File: config.mk
export PLATFORM = sky130hd
export DESIGN_NAME = stopwatch_counter
export DESIGN_NICKNAME = d
export VERILOG_FILES = /design/src/rtl/stopwatch_counter.sv
export SDC_FILE = /design/constraint.sdc
export NUM_CORES = 1
export LEC_CHECK = 0
export BUFFER_PORTS_ARGS = -buffer_cell sky130_fd_sc_hd__buf_2
export CAP_MARGIN = 40
export CORE_MARGIN = 5
export CORE_UTILIZATION = 35
export DETAILED_ROUTE_END_ITERATION = 12
export GPL_ROUTABILITY_DRIVEN = 0
export SLEW_MARGIN = 20
export SYNTH_ARGS = -nofsm -noshare
export SYNTH_HDL_FRONTEND = slang
export SYNTH_SLANG_ARGS = --single-unit
File: constraint.sdc
create_clock -name clk -period 2.05 [get_ports clk]
set_clock_uncertainty 0.1 [all_clocks]
set_input_delay 0.1025 -clock clk [delete_from_list [all_inputs] [get_ports clk]]
set_output_delay 0.1025 -clock clk [all_outputs]
set_load 0.01 [all_outputs]
File: src/rtl/stopwatch_counter.sv
// Prescaled 100 Hz time base and four-digit BCD stopwatch counter (00.00 .. 59.99).
// The digits advance on every DIV-th clock that samples run=1. tick and wrap pulse in the cycle after an advance.
module stopwatch_counter #(
  parameter int CLK_FREQ = 100_000_000,
  parameter int TICK_HZ  = 100
) (
  input  logic        clk,
  input  logic        reset,
  input  logic        run,
  input  logic        clr,
  output logic [15:0] time_bcd,
  output logic        tick,
  output logic        wrap
);

  localparam int DIV = CLK_FREQ / TICK_HZ;
  localparam int PW  = $clog2(DIV);
  localparam logic [PW-1:0] PRE_LAST = PW'(DIV - 1);

  logic [PW-1:0] prescale_r;
  logic [15:0]   next_bcd_s;
  logic          rollover_s;
  logic          advance_s;

  // A digit at or above its limit rolls over, so out-of-range values cannot persist.
  always_comb begin
    next_bcd_s = time_bcd;
    rollover_s = 1'b0;
    if (time_bcd[3:0] < 4'd9) begin
      next_bcd_s[3:0] = time_bcd[3:0] + 4'd1;
    end else begin
      next_bcd_s[3:0] = 4'd0;
      if (time_bcd[7:4] < 4'd9) begin
        next_bcd_s[7:4] = time_bcd[7:4] + 4'd1;
      end else begin
        next_bcd_s[7:4] = 4'd0;
        if (time_bcd[11:8] < 4'd9) begin
          next_bcd_s[11:8] = time_bcd[11:8] + 4'd1;
        end else begin
          next_bcd_s[11:8] = 4'd0;
          if (time_bcd[15:12] < 4'd5) begin
            next_bcd_s[15:12] = time_bcd[15:12] + 4'd1;
          end else begin
            next_bcd_s[15:12] = 4'd0;
            rollover_s        = 1'b1;
          end
        end
      end
    end
  end

  assign advance_s = run && (prescale_r == PRE_LAST);

  // Prescaler, digit registers and status pulses.
  always_ff @(posedge clk) begin
    if (reset) begin
      prescale_r <= '0;
      time_bcd   <= 16'h0000;
      tick       <= 1'b0;
      wrap       <= 1'b0;
    end else if (clr) begin
      prescale_r <= '0;
      time_bcd   <= 16'h0000;
      tick       <= 1'b0;
      wrap       <= 1'b0;
    end else begin
      tick <= advance_s;
      wrap <= advance_s && rollover_s;
      if (advance_s) begin
        prescale_r <= '0;
        time_bcd   <= next_bcd_s;
      end else if (run) begin
        prescale_r <= prescale_r + PW'(1);
      end else begin
        prescale_r <= prescale_r;
      end
    end
  end

endmodule

## Yosys cells after proc, flatten, opt, wreduce, memory -nomap -nowiden

Cells that the tools add are included.

| cells by class | value |
|---|---|
| bitwise gates (word level) | 3 |
| add/sub/neg operators | 5 |
| reduce and logical (&&, ||, !) cells | 7 |
| div/mod/pow operators | 0 |
| mux-type cells | 8 |
| $mul | 0 |
| shift operators | 0 |
| equal/unequal tests | 1 |
| $lt $le $gt $ge | 4 |

Operators with widths:

| kind | count |
|---|---|
| 20-bit by 1-bit adder with 20-bit output (second input constant) | 1 |
| 20-bit == test (second input constant) | 1 |
| 4-bit by 1-bit adder with 4-bit output (second input constant) | 4 |
| 4-bit two-way mux | 4 |
| 4-bit < comparator (second input constant) | 3 |
| 4-bit by 3-bit < comparator with 1-bit output (second input constant) | 1 |
| 1-bit two-way mux | 4 |
| 4-bit AND reduction | 1 |
| 1-bit NOT | 3 |
| 3-bit AND reduction | 1 |
| 3-bit OR reduction | 1 |
| 1-bit logical AND | 2 |
| 2-bit AND reduction | 1 |
| 2-bit OR reduction | 1 |

| word-level totals | value |
|---|---|
| ROM bits | 0 |
| input bits | 4 |
| memories kept | 0 |
| bits in latches | 0 |
| output and inout bits | 18 |
| bits in registers | 38 |
| RAM bits | 0 |
| logic and storage cells | 35 |

## Depth between registers and ports, before layout

| depth | value |
|---|---|
| depth after elaboration | 6 |
| gate-level depth with buffers | 8 |
| depth with buffers taken out | 7 |

## Worst setup path after synthesis

OpenSTA, ideal clock, no wires.

| timing | value |
|---|---|
| path kind | reg-to-reg |
| start point | reg prescale_r[0] |
| end point | reg time_bcd[10] |
| period minus slack after synthesis | 2.256 ns |
| data arrival time | 2.085 ns |
| stages on the path, launching flop included | 8 |
| setup time | 0.070 ns |
| slack | -0.206 ns |
| path through | dfxtp_1 > ha_1 > nand3_2 > or4_4 > or3_1 > buf_2 > o31a_1 > a21oi_1 |

| between the ends | value |
|---|---|
| longest elaborated chain between the ends | 3 |

RTL lines:

| element | RTL line | text |
|---|---|---|
| from (decl) | 20 | `logic [PW-1:0] prescale_r;` |
| from (signal assigned) | 73 | `prescale_r <= prescale_r + PW'(1);` |
| from (signal assigned) | 75 | `prescale_r <= prescale_r;` |
| 20-bit == test | 52 | `assign advance_s = run && (prescale_r == PRE_LAST);` |
| 1-bit logical AND | 52 |  |
| 3-bit AND reduction (no source line) | n/a |  |
| to (signal assigned) | 71 | `time_bcd <= next_bcd_s;` |
| to (decl) | 11 | `output logic [15:0] time_bcd,` |

Every way passes these cells.
A chain may end at the register's enable or synchronous reset.

## Final worst setup path

| timing | value |
|---|---|
| start point | reg prescale_r[6] |
| end point | reg time_bcd[10] |

The elaborated chain is that of the path after synthesis.

==> summary.md <==
| Metric | Value |
|---|---|
| DR DRC count | 0 |
| Crit start category | flop |
| First-pass GRT wire length | 6.93 mm |
| Final-stage net count | 281 |
| RSZ-0062 raised after global routing | true |
| Max_cap viols | 0 |
| Reg-to-Reg End | time_bcd[10] |
| Met1 wire length | ~1.9 mm |
| Fin cells | about 340 |
| PwrDens | approximately 540 nW/um^2 |
| Hold_buf cts | 0 |
| Drt initial violations | between 40 and 50 |
| HPWL Detailed | 2.90 mm |
| Avg Cell Area, Syn | between 8 and 9 sq um |
| Synth area leaders | dfxtp_1, nor2_1, xor2_1 |
| Worst setup EP type | flop |
| Combinational share of power | between 2 and 2.5% |
| Tot Pwr | about 1.3 mW |
| Via count | ~1600 |
| Placed Instances | approximately 330 |
| Required time worst endpoint | ~2.2 ns |
| Ant diodes | 0 |
| CP max-delay cell | or4_4 |
| Design Area, Final | 2410 sq um |
| Switching Share | 21.5% |
| Seq/Total Area, Yosys | 41.5% |
| Lkg Pwr | between 0.9 and 1 nW |
| Vias in the first global route | roughly 1600 |
| Layout cells sized above 1 | approximately 29% |
| Final setup viols | 0 |
| Number of synthesized register bits | 38 |
| Die area | roughly 6800 sq um |
| Wirelength per Cell | ~12 um |
| Achievable clock frequency | 0.492 GHz |
| Final hold viol count | 0 |
| Pre-CTS setup slack | -0.0115 ns |
| Met2 WL | roughly 1.9 mm |
| Ys Warns | 0 |
| Post-Syn Nets | 225 |
| Setup CP Type | flop to flop |
| Post-synth top area share | between 40% and 50% |
| Sequential share of power | between 50% and 60% |
| Final period utilization | between 90% and 100% |
| Initial Util | 35.9% |
| Crit-path cells | nand3b_1, or4_4, or3_4, o31a_1, a21oi_2 |
| Crit path to | time_bcd[10] |
| Status | completed |
| DIE HEIGHT | between 80 and 90 um |
| CP arrival | 2.16 ns |
| Row cnt | 26 |
| # port buffers | 21 |
| Io pins | 22 |
| Initial DRT Pass Iterations | 4 |
| Layout area overhead | 31.4% |
| Reg-to-reg startpoint | prescale_r[6] |
| Slew Viols, Final | 0 |
| DR WL met3 | about 170 um |
| Hold Crit Class | input port to flop |
| Filler cell count | about 540 |
| Worst-Skew Late Latency | about 0.29 ns |
| Clock transition at path regs | ~0.080 ns |
| Root Buffer | clkbuf_8 |
| Gate Count Post-Synth | approximately 210 |
| CP max stage delay | 0.59 ns |
| Gr ovfl total | 0 |
| Die width | ~82 um |
| Max Fanout on Critical Path | 4 |
| Area after DPL | between 2000 and 2500 sq um |
| Max_slew headroom | 70.5% |
| P_int | between 1 and 1.5 mW |
| Top FF cell, synth | dfxtp_1 |
| Total CTS buffers | 5 |
| Deepest clock path buffer count | 2 |
| CTS tree | built |
| Area leader, netlist | dfxtp_1 |
| H-tree level count | 2 |
| Flop-to-flop setup slack | 0.02 ns |
| Setup ws final | 0.0194 ns |
| Most common cell after layout, fill and taps aside | dfxtp_1 |
| Placeable core area | between 5000 and 6000 sq um |
| Top sig layer | met4 |
| EDFF count, synth | 0 |
| DR vias/cell | 4.83 |
| Pin count of the biggest net entering global routing | 21 |
| Antenna Nets Post-Route | 0 |
| Worst slew pin tran | roughly 0.44 ns |
| Post-route minimum period | roughly 2.0 ns |
| Sink Count | 38 |
| Ys async rst share | 0% |
| Worst-case reg-to-reg path depth | 5 |
| Max VDD drop | between 0.4 and 0.5 mV |
| WL final | between 3 and 4 mm |
| Switch Pwr | 279 uW |
| Netlist Area Pre-Place | roughly 1800 sq um |
| Setup crit start | prescale_r[6] |
| Initial antenna violation count | 0 |
| Clock power frac | 40.8% |
| Synth unique cells | 39 |
| Most frequent cells in the layout | dfxtp_1, buf_4, nor2_1 |
| Overall Global Routing Usage | approximately an eighth |
worst max-delay path: cells and delay by family (launching register included):
family	cells	cell delay, ns
flip-flops	1	0.32
AO/OA/AOI/OAI	2	0.36
AND/OR/NAND/NOR	3	1.20
worst min-delay path by stage:
stage | startpoint | endpoint | slack (ns) | depth (start not counted)
5_1_grt | run | prescale_r[0] | 0.08 | 3
4_1_cts | run | prescale_r[0] | 0.07 | 3
3_5_place_dp | run | prescale_r[0] | 0.37 | 3
2_1_floorplan | reset | time_bcd[2] | 0.23 | 2
6_report | run | prescale_r[0] | 0.07 | 3
3_3_place_gp | run | prescale_r[0] | 0.35 | 3
per-layer routing:
layer  GRT usage [%]  vias to the layer above
li1                -                      845
met1            15.9                      767
met2            22.2                       19
met3            3.69                        5
met4            3.49                        0
met5               0                        -
cell families after synthesis:
logic type,Yosys count,synth area share [%]
multiplexers,5,2.73
adder cells (fa/ha/maj),9,6.14
buffers and inverters,19,4.16
AO/OA/AOI/OAI,26,9.21
AND/OR/NAND/NOR,96,27.2
XOR/XNOR,19,9.07
flip-flops,38,41.5
per-stage QoR:
stage | TNS [ns] | hold WS, ns | util [%]
2_1_floorplan | 0 | 0.232 | -
3_3_place_gp | 0 | 0.351 | 44.4
3_5_place_dp | -0.0115 | 0.366 | 44.4
4_1_cts | 0 | 0.0709 | 46.4
5_1_grt | -0.0598 | 0.0829 | 47.2
6_report | 0 | 0.0692 | 47.2
flip-flops by register name, indices dropped and copies added, names as in the netlist:
register and count:
prescale_r 20, tick 1, time_bcd 16, wrap 1
power groups by stage:
stage               clock [mW]  sequential, mW  combinational, mW
finish                   0.531           0.740             0.0303
global route             0.590           0.740             0.0340
CTS                      0.549           0.740             0.0309
detailed placement           0           0.758             0.0308
global placement             0           0.758             0.0309
floorplan                    0           0.758             0.0188
layout make-up:
| class | count | area (sq um) | share of cell area, % |
|---|---|---|---|
| Inverter | 13 | 48.8 | 2.02 |
| Clock inverter | 1 | 5.00 | 0.208 |
| Sequential cell | 38 | 768 | 31.9 |
| Clock buffer | 7 | 86.3 | 3.58 |
| Tap cell | 70 | 87.6 | 3.63 |
| Multi-Input combinational cell | 155 | 1040 | 43.2 |
| Timing Repair Buffer | 55 | 373 | 15.5 |
cell usage after synthesis, types with 4 or more instances:
cell type  count
a21oi_1        9
inv_1         13
nor3_1         4
xnor2_1        6
o21ai_0        6
xor2_1        13
clkbuf_1       4
nand3_1       11
and3_1         4
nand2_1       17
nor2_1        32
nand4_1        7
and4_1         4
ha_1           9
mux2i_1        5
dfxtp_1       38
repair_timing:
item / CTS / global route
setup buffers: 0 / 2
gates cloned: 0 / 0
gates resized for setup: 2 / 5
endpoints found under the setup margin: 2 / 3
(Power assumes the default switching activity.)
